**src/rtl/uart_rx.sv**
```systemverilog
// 8N1 UART receiver, 16x oversampled, with a one-entry valid/ack output register.
// Define UART_RX_PARITY_EN for 8E1 frames with a parity_err pulse output.
module uart_rx #(
    parameter int unsigned CLK_FREQ   = 50_000_000,
    parameter int unsigned BAUD_RATE  = 115200,
    parameter int unsigned OVERSAMPLE = 16
) (
    input  logic       clk,
    input  logic       rst_n,
    input  logic       rx,
    output logic [7:0] data,
    output logic       data_valid,
    input  logic       data_ack,
    output logic       frame_err,
    output logic       overrun,
    output logic       busy
`ifdef UART_RX_PARITY_EN
    ,
    output logic       parity_err
`endif
);

    localparam int unsigned TICK_DIV   = CLK_FREQ / (BAUD_RATE * OVERSAMPLE);
    localparam int unsigned TICK_W     = (TICK_DIV > 1) ? $clog2(TICK_DIV) : 1;
    localparam int unsigned SAMP_W     = $clog2(OVERSAMPLE);
    localparam int unsigned MID_SAMPLE = OVERSAMPLE / 2 - 1;
    localparam int unsigned DATA_W     = 8;
    localparam int unsigned BIT_W      = $clog2(DATA_W);

    typedef enum logic [2:0] {
        IDLE      = 3'd0,
        START     = 3'd1,
        DATA      = 3'd2,
        STOP      = 3'd3,
        WAIT_IDLE = 3'd4
`ifdef UART_RX_PARITY_EN
        ,
        PARITY    = 3'd5
`endif
    } state_t;

    state_t              state;
    logic                rx_m;
    logic                rx_s;
    logic [TICK_W-1:0]   tick_cnt;
    logic [SAMP_W-1:0]   samp_cnt;
    logic [BIT_W-1:0]    bit_idx;
    logic [DATA_W-1:0]   shift_reg;
    logic                tick_c;
    logic                mid_c;
`ifdef UART_RX_PARITY_EN
    logic                par_bad;
`endif

    // Two-flop synchroniser; idles high so reset never looks like a start bit
    always_ff @(posedge clk or negedge rst_n) begin
        if (!rst_n) begin
            rx_m <= 1'b1;
            rx_s <= 1'b1;
        end else begin
            rx_m <= rx;
            rx_s <= rx_m;
        end
    end

    assign tick_c = (tick_cnt == TICK_W'(TICK_DIV - 1));
    assign mid_c  = tick_c && (samp_cnt == SAMP_W'(MID_SAMPLE));

    // Receive FSM with baud counters and registered outputs
    always_ff @(posedge clk or negedge rst_n) begin
        if (!rst_n) begin
            state      <= IDLE;
            tick_cnt   <= '0;
            samp_cnt   <= '0;
            bit_idx    <= '0;
            shift_reg  <= '0;
            data       <= '0;
            data_valid <= 1'b0;
            frame_err  <= 1'b0;
            overrun    <= 1'b0;
            busy       <= 1'b0;
`ifdef UART_RX_PARITY_EN
            par_bad    <= 1'b0;
            parity_err <= 1'b0;
`endif
        end else begin
            frame_err <= 1'b0;
            overrun   <= 1'b0;
`ifdef UART_RX_PARITY_EN
            parity_err <= 1'b0;
`endif
            // A byte load later in this block takes priority over the ack
            if (data_ack) begin
                data_valid <= 1'b0;
            end

            if (state == IDLE) begin
                tick_cnt <= '0;
                samp_cnt <= '0;
            end else begin
                tick_cnt <= tick_c ? '0 : tick_cnt + TICK_W'(1);
                if (tick_c) begin
                    samp_cnt <= samp_cnt + SAMP_W'(1);
                end
            end

            case (state)
                IDLE: begin
                    if (!rx_s) begin
                        state   <= START;
                        busy    <= 1'b1;
                        bit_idx <= '0;
                    end
                end

                START: begin
                    if (mid_c) begin
                        if (rx_s) begin
                            state <= IDLE;
                            busy  <= 1'b0;
                        end else begin
                            state   <= DATA;
                            bit_idx <= '0;
                        end
                    end
                end

                DATA: begin
                    if (mid_c) begin
                        shift_reg <= {rx_s, shift_reg[DATA_W-1:1]};
                        if (bit_idx == BIT_W'(DATA_W - 1)) begin
`ifdef UART_RX_PARITY_EN
                            state <= PARITY;
`else
                            state <= STOP;
`endif
                        end else begin
                            bit_idx <= bit_idx + BIT_W'(1);
                        end
                    end
                end

`ifdef UART_RX_PARITY_EN
                PARITY: begin
                    if (mid_c) begin
                        par_bad    <= (rx_s != ^shift_reg);
                        parity_err <= (rx_s != ^shift_reg);
                        state      <= STOP;
                    end
                end
`endif

                STOP: begin
                    if (mid_c) begin
                        if (rx_s) begin
`ifdef UART_RX_PARITY_EN
                            if (!par_bad) begin
                                data       <= shift_reg;
                                data_valid <= 1'b1;
                                overrun    <= data_valid && !data_ack;
                            end
`else
                            data       <= shift_reg;
                            data_valid <= 1'b1;
                            overrun    <= data_valid && !data_ack;
`endif
                            state <= IDLE;
                            busy  <= 1'b0;
                        end else begin
                            frame_err <= 1'b1;
                            state     <= WAIT_IDLE;
                        end
                    end
                end

                WAIT_IDLE: begin
                    if (rx_s) begin
                        state <= IDLE;
                        busy  <= 1'b0;
                    end
                end

                default: begin
                    state <= IDLE;
                    busy  <= 1'b0;
                end
            endcase
        end
    end

endmodule

```
**config.mk**
```make
export PLATFORM = sky130hd
export DESIGN_NAME = uart_rx
export DESIGN_NICKNAME = d
export VERILOG_FILES = /design/src/rtl/uart_rx.sv
export SDC_FILE = /design/constraint.sdc
export NUM_CORES = 1
export LEC_CHECK = 0
export CAP_MARGIN = 20
export CELL_PAD_IN_SITES_DETAIL_PLACEMENT = 1
export CELL_PAD_IN_SITES_GLOBAL_PLACEMENT = 2
export CORE_MARGIN = 4
export CORE_UTILIZATION = 41
export DETAILED_ROUTE_END_ITERATION = 16
export GPL_TIMING_DRIVEN = 0
export HOLD_SLACK_MARGIN = 0.12
export PLACE_DENSITY = 0.79
export SKIP_LAST_GASP = 1
export SLEW_MARGIN = 0
export SYNTH_ARGS = -nofsm -noshare
export SYNTH_HDL_FRONTEND = slang
export SYNTH_SLANG_ARGS = --single-unit
export TNS_END_PERCENT = 1
```
**constraint.sdc**
```tcl
create_clock -name clk -period 5 [get_ports clk]
set_clock_uncertainty 0.2 [all_clocks]
set_input_delay 1 -clock clk [delete_from_list [all_inputs] [get_ports clk]]
set_output_delay 1 -clock clk [all_outputs]
set_load 0.01 [all_outputs]
```
### After elaboration in Yosys (flattened, before gate mapping)

Index checks and enable logic that the tools add are counted.

* flip-flop bits (word level): 37
* output and inout port bits: 12
* input bits: 4
* word-level logic and storage cells: 75

* equal/unequal tests: 15
* add/sub/neg operators: 3
* multiplexer cells: 32
* reductions and logical operators: 12
* bitwise gates (word level): 1

Operator list (number)
* $mux 3: 11
* $pmux 3 s5: 1
* $ne 2x2->1 const B: 7
* $mux 1: 13
* $mux 5: 2
* $pmux 3 s3: 1
* $mux 4: 2
* $eq 3x2->1 const B: 2
* $eq 3x3->1 const B: 2
* $reduce_and 3->1: 2
* $reduce_and 6->1: 1
* $add 5x1->5 const B: 1
* $eq 5x5->1 const B: 1
* $add 4x1->4 const B: 1
* $eq 4x3->1 const B: 1
* $pmux 1 s4: 1
* $reduce_and 4->1: 1
* $add 3x1->3 const B: 1
* $eq 3x1->1 const B: 1
* $logic_not 3->1: 1
* $reduce_bool 3->1: 1
* $logic_and 1x1->1: 2
* $mux 2: 1
* $ne 2x1->1 const B: 1
* 5 further kinds: 5

### Depth between registers and ports, before layout

Gate-level depths: netlist (run 1).

* word-level depth: 5
* depth in mapped cells: 7
* gate-level depth less buffers: 6

### Worst setup path after synthesis (run 1)

No wires, ideal clock.

* path kind: reg-to-reg
* start point: register tick_cnt[0]
* end point: register data[1]
* required time: 4.675 ns
* setup time: 0.125 ns
* arrival: 1.669 ns
* buffers on the path: 1
* cell stages (with the launch flop): 8
* period minus slack after synthesis: 1.994 ns
* slack: 3.006 ns
* cells stage by stage: dfrtp_1 inv_1 ha_1 nand4b_4 nor2_2 and3_1 buf_4 mux2_2

* longest elaborated chain between the ends: 3

Ends and longest elaborated chain
* start, declared: line 45 `logic [TICK_W-1:0] tick_cnt;`
* start signal, assigned: line 101 `tick_cnt <= tick_c ? '0 : tick_cnt + TICK_W'(1);`
* $eq 5x5->1: line 66 `assign tick_c = (tick_cnt == TICK_W'(TICK_DIV - 1));`
* $logic_and 1x1->1: line 67 `assign mid_c = tick_c && (samp_cnt == SAMP_W'(MID_SAMPLE));`
* $reduce_and 3->1 (no line)
* end signal, assigned: line 163 `data <= shift_reg;`
* end, declared: line 11 `output logic [7:0] data,`

No other way between the ends.
A chain may end at the register's enable or synchronous reset.

### Final worst setup path (run 1)

* start point: register busy
* end point: output busy

RTL lines
* start, declared: line 16 `output logic busy`
* start signal, assigned: line 81 `busy <= 1'b0;`
* start signal, assigned: line 111 `busy <= 1'b1;`
* start signal, assigned: line 120 `busy <= 1'b0;`

No word-level cell between the ends.

==> metrics.cfg, run 1 <==
[placement]
post-place-cells=186
placed_area_um2=1810
dp_hpwl_mm=2.04
place_congestion=0.756
io_buffer_count=15

[sta]
hold_viol=0
min_period_ps=2400
max_slew.worst_pin.slew_ps=795
setup_viol=0
fin_tns_setup_ps=0
slew_viol_final=0
slew_headroom_pct=47.0
fmax_mhz=417
timing.hold.ws_ps=158
finalCritPeriodShare_pct=48.0
grt_setup_unrepaired=false

[layout]
stdcell_count=193
nFillCells=398
layout_common_cells=dfrtp_1 (35), mux2_2 (15), clkdlybuf4s50_1 (14), nor2_1 (13)
syn2layout_area_growth_pct=18.1
layout_commonest_cell=dfrtp_1
insertedDiodeCount=0
fin_nets=154
stdcell_area_um2=1900
drive_above_1_share_pct=22.1

[pwr]
p_switching_mw=0.104
comb_power_share_pct=1.7
p_clk_share_pct=39.8
p_int_mw=0.412
totalPowerFinal_mw=0.516
vdd_drop_max_v=0.000189
swShare_pct=20.1
static-leakage-power_nw=0.919
p_seq_share_pct=58.5
power.density_nw_per_um2=272

[synthesis]
syn_nets=132
synth_cell_types=36
synth.avg_cell_area_um2=13.1
seq_area_frac_synth_pct=57.8
ys_seq_elements=37
yosysWarnings=0
syn_area_um2=1610
syn_inst=123

[setup_path]
r2r_cells=7
cp-end-kind=primary output
slowest_delay_ps=540
worst-path-buf-inv=1
r2r-end=data[0]
critPathKind=register to primary output
cp.arrival_ps=1200
cp-start-kind=register
crit_required_ps=3800
cpLargestDelayFamily=buffers and inverters
worstPathMaxFanout=3
rrSetupSlack_ps=2770
reg2reg_from=tick_cnt[0]
path_cells=clkdlybuf4s50_1
slowest_stage=clkdlybuf4s50_1

[detailed_routing]
dr_total_vias=1016
dr.pass1.iters=3
drc=0
wl_per_cell_um=14.9
routed_wl_mm=2.87
drtIter0Drc=40
ant_nets=0
vias_per_cell=5.26

[clock_network]
cts_sinks=37
clockBufferDepth=2
post-cts-setup-buffer-count=0
path_clk_slew_ps=70
cts_tree=done
cts_hold_buf=0
clkLatencyLatePin_ps=280
cts.repair.resized=0
cts-buffers-inserted=5
h-tree-depth=2
cts-root-buf=clkbuf_8

[floorplan]
ios=16
dieArea_um2=4980
die_w_um=70.6
num_rows=22
die_h_um=70.6
core_area_um2=3720
start_util_pct=43.2

[min_path]
hold_start=rx_m
hp-class=register to register
min_path_cells=0
hold_end=rx_s

[status]
status=finished clean

[grt]
grt_pass1_vias=1053
grt_max_degree=38
track_usage_pct=13.2
antenna_found_initial=0
overflow=0
grt_pass1_wl_mm=5.19

[run]
maxCapViolations=0

Yosys cell counts:
cell type	n	share of area, %
o22ai_1	1	0.39
or3b_4	1	0.70
nor4_4	1	1.3
dfrtp_1	35	55
inv_1	4	0.93
o21ai_0	1	0.31
mux2_1	1	0.70
mux2_2	15	11
and4b_1	1	0.62
nor2_2	1	0.39
nand4b_4	1	1.5
dfstp_2	2	3.3
nand3_1	3	0.93
maj3_1	1	0.62
nand2_1	6	1.4
and3_1	3	1.2
nand2b_1	1	0.39
nor4_1	1	0.39
buf_4	1	0.47
o22a_1	1	0.55
buf_6	2	1.4
nor2_1	13	3.0
nor3_4	1	1.0
or3_1	1	0.39
xnor2_1	2	1.1
a21o_1	1	0.47
xor2_1	3	1.6
a21oi_1	5	1.6
a22o_1	2	1.1
nor3_1	2	0.62
ha_1	5	3.9
a211oi_1	1	0.47
mux2i_1	1	0.62
a32o_1	1	0.62
nand3b_1	1	0.47
a311oi_1	1	0.55
area by class of cell:
cell class              count  area (um2)  area share (%)
clock buffers               7        86.3            4.55
flip-flops and latches     37         928            48.9
multi-input cells          79         633            33.4
well taps                  48        60.1            3.16
inverters                   4        15.0           0.791
plain buffers               3        30.0            1.58
repair buffers             15         145            7.65
routing by layer:
metal | up-vias | GRT usage, % | share of wire (%)
met2 | 12 | 20.9 | 50
met3 | 6 | 4.26 | 3.2
met1 | 521 | 16.9 | 45
met5 | - | 0 | 0
met4 | 0 | 5.01 | 1.8
li1 | 477 | - | -
worst max-delay path by stage:
stage                 from           end  slack, ps  cells after the start
4_1_cts               busy          busy       2570                      1
5_1_grt               busy          busy       2540                      1
6_report              busy          busy       2600                      1
3_3_place_gp         rst_n  shift_reg[3]       1920                      1
3_5_place_dp   tick_cnt[0]       data[0]       2750                      7
2_1_floorplan  tick_cnt[0]       data[1]       3010                      7
per-stage QoR:
step	worst slack, ps	util, %
detailed placement	2750	48.8
global placement	1920	48.9
finish	2600	51.1
floorplan	3010	-
CTS	2570	51.1
global route	2540	51.1
power groups by stage:
stage               registers (mW)  logic (mW)  clock network (mW)
finish                       0.302     0.00858               0.205
CTS                          0.302     0.00920               0.215
detailed placement           0.307     0.00922                   0
global route                 0.302      0.0102               0.226
floorplan                    0.307     0.00108                   0
global placement             0.307     0.00929                   0
cell families (layout without fill, tap and decap cells):
| family | count (synthesis) | after routing | synth area share (%) |
|---|---|---|---|
| AO/OA/AOI/OAI | 14 | 14 | 6.00 |
| XOR/XNOR | 5 | 5 | 2.73 |
| adder cells (fa/ha/maj) | 6 | 6 | 4.52 |
| buffers and inverters | 7 | 29 | 2.80 |
| flip-flops | 37 | 37 | 57.8 |
| multiplexers | 17 | 17 | 11.8 |
| AND/OR/NAND/NOR | 37 | 37 | 14.3 |
(Power assumes the default switching activity.)
==> inputs of run 2 (changes only) <==
CORE_UTILIZATION = 35   (was 41)
PLACE_DENSITY = 0.71   (was 0.79)
clock period = 2.1 ns   (was 5 ns; I/O delays follow)
==> run 2 against run 1 <==
  * Sequential cell count did not move
  * Clock power rose by 130%
  * Global-route usage fell by 0.64 points
  * Total power rose by 130%
  * Die area rose by 15%
  * First-iteration DRC count fell by 10%
  * Sequential share of layout area fell by 2.6 points
  * Via count rose by 3.6%
  * Register-to-register slack got worse by 2700 ps
  * Clock-buffer cell count fell by 1
  * Final area rose by 5.6%
  * Combinational power rose to 2.6 times the previous value
  * Critical path type is now register to register
  * Highest routed layer unchanged
==> metrics.cfg, run 2 (synthesized netlist as in run 1, its figures left out) <==
[status]
status=finished clean

[placement]
place_congestion=0.713  ; -5.6%
dp_hpwl_mm=2.16  ; +6.0%
io_buffer_count=15  ; unchanged
post-place-ws_ps=-155  ; -2900 ps

[layout]
multi_input_comb_area_um2=644  ; +1.8%
nFillCells=482  ; +21%
seqCellArea_um2=928  ; unchanged
layout_common_cells=dfrtp_1 (35), mux2_2 (15), clkdlybuf4s50_1 (14), nor2_1 (13), buf_4 (8)
insertedDiodeCount=0  ; unchanged
drive_above_1_share_pct=27.6  ; +5.5 points
fin_nets=164  ; +6.5%
postLayoutCoreUtil_pct=45.7  ; -5.4 points
layout_commonest_cell=dfrtp_1
syn2layout_area_growth_pct=24.8

[pwr]
totalPowerFinal_mw=1.21  ; +130%
power.density_nw_per_um2=603  ; +120%
vdd_drop_max_v=0.000429  ; +130%
static-leakage-power_nw=0.974  ; +6.0%

[grt]
track_usage_pct=12.6  ; -0.64 points
antenna_found_initial=0  ; unchanged
grt_pass1_vias=1102  ; +4.7%
grt_max_degree=38  ; unchanged
overflow=0  ; unchanged
grt_pass1_wl_mm=5.29  ; +2.0%

[setup_path]
cp.arrival_ps=2000  ; +800 ps
critPathKind=register to register
slowest_delay_ps=440  ; -100 ps
rrSetupSlack_ps=70  ; -2700 ps
worstPathMaxFanout=8  ; +5
path_cells=inv_1 -> ha_1 -> nand4b_4 -> nor3_4 -> mux2_2
cp-end-kind=register
cp-start-kind=register
slowest_stage=nor3_4
crit_required_ps=2070  ; -1730 ps

[sta]
finalCritPeriodShare_pct=96.8
min_period_ps=2030
slew_viol_final=0  ; unchanged
max_slew.worst_pin.slew_ps=835  ; +39.8 ps
grt_setup_unrepaired=true
slew_headroom_pct=44.3  ; -2.7 points
fin_tns_setup_ps=0  ; unchanged
fmax_mhz=492
hold_viol=0  ; unchanged
setup_viol=0  ; unchanged
layout_setup_ws_ps=68.1  ; -2530 ps

[clock_network]
path_clk_slew_ps=70  ; about the same
clkLatencyLatePin_ps=280  ; about the same
cts-root-buf=clkbuf_8
h-tree-depth=2  ; unchanged
cts_tree=done
cts_sinks=37  ; unchanged
clockBufferDepth=2  ; unchanged
cts-buffers-inserted=5  ; unchanged

[floorplan]
die_h_um=75.8  ; +7.3%
num_rows=24  ; +9.1%
dieArea_um2=5740  ; +15%
start_util_pct=36.6  ; -6.6 points
ios=16  ; unchanged
core_area_um2=4380  ; +18%
die_w_um=75.8  ; +7.3%

[min_path]
hp-class=register to register

[detailed_routing]
dr.pass1.iters=4  ; +1
routed_wl_mm=3.19  ; +11%
drc=0  ; unchanged
vias_per_cell=5.06  ; -3.8%
ant_nets=0  ; unchanged
dr_total_vias=1053  ; +3.6%
wl_per_cell_um=15.3  ; +3.2%
drtIter0Drc=36  ; -10%

[run]
maxCapViolations=0  ; unchanged

[run 2: cell types whose count changed in the layout (fill, tap and decap cells not counted), sizes merged]
| cell | before | now |
|---|---|---|
| clkbuf | 7 | 6 |
| buf | 4 | 13 |
| clkinv | 0 | 2 |
| dlygate4sd3 | 0 | 1 |
[run 2: timing repair]
action                                  4_1_cts  5_1_grt
endpoints found under the hold margin        35        0
gates resized for setup                       1        2
hold buffers                                  1        0
setup buffers                                 4        5
pin swaps                                     1        2
endpoints found under the setup margin       16       19
[run 2: final timing paths]
kind	startpoint	to	depth (start not counted)
worst max-delay path	tick_cnt[0]	shift_reg[4]	5
worst min-delay path	rx_m	rx_s	0
worst max register to register	tick_cnt[0]	shift_reg[4]	5
worst min register to register	rx_m	rx_s	0
max in group asynchronous	rst_n	samp_cnt[0]	2
min in group asynchronous	rst_n	busy	2
[run 2: report_power, final]
part | leakage (nW) | internal [mW] | switching, mW
clock | 0.0450 | 0.230 | 0.238
sequential | 0.480 | 0.716 | 0.00259
combinational | 0.449 | 0.00611 | 0.0165
total | 0.974 | 0.952 | 0.257
[run 2: stage by stage]
stage / cell area, um2 / cells / hold slack (ps)
after detailed placement: 1820 / 190 / 160
after global placement: 1820 / 190 / 149
after CTS: 1960 / 203 / 171
final: 2000 / 208 / 168
after global routing: 2000 / 208 / 172
after floorplan: 1610 / 123 / -75.6
[run 2: cell type report]
cell class | count | share of cell area [%]
plain buffers | 3 | 1.69
clock buffers | 6 | 3.62
clock inverters | 2 | 0.499
inverters | 4 | 0.749
multi-input cells | 79 | 32.1
flip-flops and latches | 37 | 46.3
well taps | 52 | 3.25
repair buffers | 25 | 11.7
[run 2: worst max-delay path: cells and delay by family, from the launching register on]
kind	cells	cell delay, ps
mux	1	390
buf+inv	1	70
simple gates	2	640
fa+ha+maj	1	220
flops	1	410
[run 2: layer usage]
metal | global-route usage, % | routed length (um) | part of all wire [%]
met1 | 16.1 | 1480 | 46
met2 | 19.4 | 1560 | 49
met3 | 4.09 | 96 | 3.0
met4 | 5.24 | 53 | 1.7
met5 | 0 | 0 | 0
==> inputs of run 3 (changes only) <==
CORE_UTILIZATION = 30   (was 35)
PLACE_DENSITY = 0.6   (was 0.71)
SKIP_CTS_REPAIR_TIMING = 1   (was not set)
clock period = 2.4 ns   (was 2.1 ns; I/O delays follow)
==> run 3 against run 2 <==
  * Via count fell by 4.9%
  * Worst hold slack got worse by 77 ps
  * Setup slack gained 97 ps
==> metrics.cfg, run 3 (synthesized netlist as in run 1, its figures left out) <==
[setup_path]
critPathKind=register to register
slowest_delay_ps=410  ; -30 ps
r2r_cells=7  ; +2
cp.arrival_ps=2210  ; +210 ps
rrSetupSlack_ps=160  ; +100 ps
path_cells=inv_1 -> ha_1 -> nand4b_4 -> nor2_2 -> and3_1 -> buf_4 -> mux2_2
r2r-end=data[1]
worstPathMaxFanout=10  ; +2
slowest_stage=dfrtp_1
crit_required_ps=2370  ; +300 ps
cp-end-kind=register
cp-start-kind=register
reg2reg_from=tick_cnt[0]

[grt]
overflow=0  ; unchanged
grt_max_degree=38  ; unchanged
grt_pass1_wl_mm=5.26  ; -0.66%
antenna_found_initial=0  ; unchanged
track_usage_pct=10.7  ; -1.9 points
grt_pass1_vias=1124  ; +2.0%

[detailed_routing]
routed_wl_mm=3.01  ; -5.6%
dr.pass1.iters=2  ; -2
vias_per_cell=4.63  ; -8.5%
drtIter0Drc=57  ; +58%
drc=0  ; unchanged
ant_nets=0  ; unchanged
dr_total_vias=1001  ; -4.9%
wl_per_cell_um=13.9  ; -9.1%

[pwr]
power.density_nw_per_um2=563  ; -6.6%
p_int_mw=0.865  ; -9.1%
vdd_drop_max_v=0.000273  ; -36%
static-leakage-power_nw=0.920  ; -5.5%
p_seq_share_pct=57.9  ; -1.5 points
comb_power_share_pct=1.7  ; -0.2 points
p_switching_mw=0.222  ; -14%
p_clk_share_pct=40.4  ; +1.7 points
swShare_pct=20.4  ; -0.86 points

[sta]
finalCritPeriodShare_pct=93.1  ; -3.6 points
hold_viol=0  ; unchanged
timing.hold.ws_ps=91.0  ; -76.6 ps
slew_headroom_pct=44.4  ; +0.095 points
grt_setup_unrepaired=false
slew_viol_final=0  ; unchanged
max_slew.worst_pin.slew_ps=834  ; -1.43 ps
min_period_ps=2240  ; +203 ps
fmax_mhz=447  ; -9.1%
setup_viol=0  ; unchanged

[clock_network]
clkLatencyLatePin_ps=280  ; about the same
clockBufferDepth=2  ; unchanged
path_clk_slew_ps=70  ; about the same
cts_tree=done
cts_sinks=37  ; unchanged
cts-buffers-inserted=5  ; unchanged
cts-root-buf=clkbuf_8
h-tree-depth=2  ; unchanged

[layout]
nFillCells=574  ; +19%
drive_above_1_share_pct=21.9  ; -5.6 points
syn2layout_area_growth_pct=20.1
insertedDiodeCount=0  ; unchanged
layout_common_cells=dfrtp_1 (35), mux2_2 (15), clkdlybuf4s50_1 (14), nor2_1 (13)
postLayoutCoreUtil_pct=37.5  ; -8.2 points
layout_commonest_cell=dfrtp_1
fin_nets=154  ; -6.1%

[floorplan]
core_area_um2=5140  ; +17%
die_w_um=81.2  ; +7.2%
start_util_pct=31.3  ; -5.4 points
dieArea_um2=6590  ; +15%
ios=16  ; unchanged
die_h_um=81.2  ; +7.2%
num_rows=26  ; +8.3%

[placement]
io_buffer_count=15  ; unchanged
place_congestion=0.714  ; +0.21%
dp_hpwl_mm=2.15  ; -0.71%

[min_path]
hp-class=input port to async pin

[run]
maxCapViolations=0  ; unchanged

[status]
status=finished clean

-- run 3: changes by cell type in the layout (fill, tap and decap cells not counted), sizes merged --
| cell | previous run | this run |
|---|---|---|
| buf | 13 | 4 |
| clkinv | 2 | 0 |
| clkbuf | 6 | 8 |
| dlygate4sd3 | 1 | 0 |
-- run 3: final cells by class --
type | instances | area (um2) | share of cell area (%)
buffer | 3 | 30.0 | 1.56
clock buffer | 8 | 90.1 | 4.67
inverter | 4 | 15.0 | 0.778
multi-input combinational | 79 | 633 | 32.8
sequential | 37 | 928 | 48.1
tap | 70 | 87.6 | 4.54
timing repair buffer | 15 | 145 | 7.52
-- run 3: metal layers --
metal	vias to the layer above	wire length (um)	global-route usage, %
met4	0	38	3.04
met3	5	121	4.21
met5	-	0	0
li1	476	-	-
met1	505	1400	13.3
met2	15	1450	17.1
-- run 3: worst max-delay path by stage --
stage / from / end / slack, ps
floorplan: tick_cnt[0] / data[1] / 410
global placement: rst_n / data[4] / -240
detailed placement: tick_cnt[0] / data[1] / 140
CTS: tick_cnt[0] / data[1] / 140
global route: tick_cnt[0] / data[1] / 10
finish: tick_cnt[0] / data[1] / 160
-- run 3: power groups by stage --
stage	sequential (mW)	combinational [mW]	clock, mW
after detailed placement	0.640	0.0199	0
after CTS	0.628	0.0199	0.469
final	0.629	0.0184	0.440
after floorplan	0.640	0.00224	0
after global placement	0.640	0.0201	0
after global routing	0.629	0.0220	0.493
-- run 3: per-stage QoR --
step                      power (mW)  setup slack (ps)  instances  TNS [ps]  area [um2]
after global placement         0.661              -239        208     -8300        1840
after detailed placement       0.660               139        208         0        1840
after global routing            1.14              14.1        216         0        1930
after floorplan                0.642               406        123         0        1610
final                           1.09               165        216         0        1930
after CTS                       1.12               135        216         0        1930
-- run 3: worst max-delay path, delay by kind of cell, from the launching register on --
| family | cells | cell delay, ps |
|---|---|---|
| adders and majority gates | 1 | 210 |
| buffers and inverters | 2 | 260 |
| DFF | 1 | 410 |
| muxes | 1 | 350 |
| and+or+nand+nor | 3 | 680 |
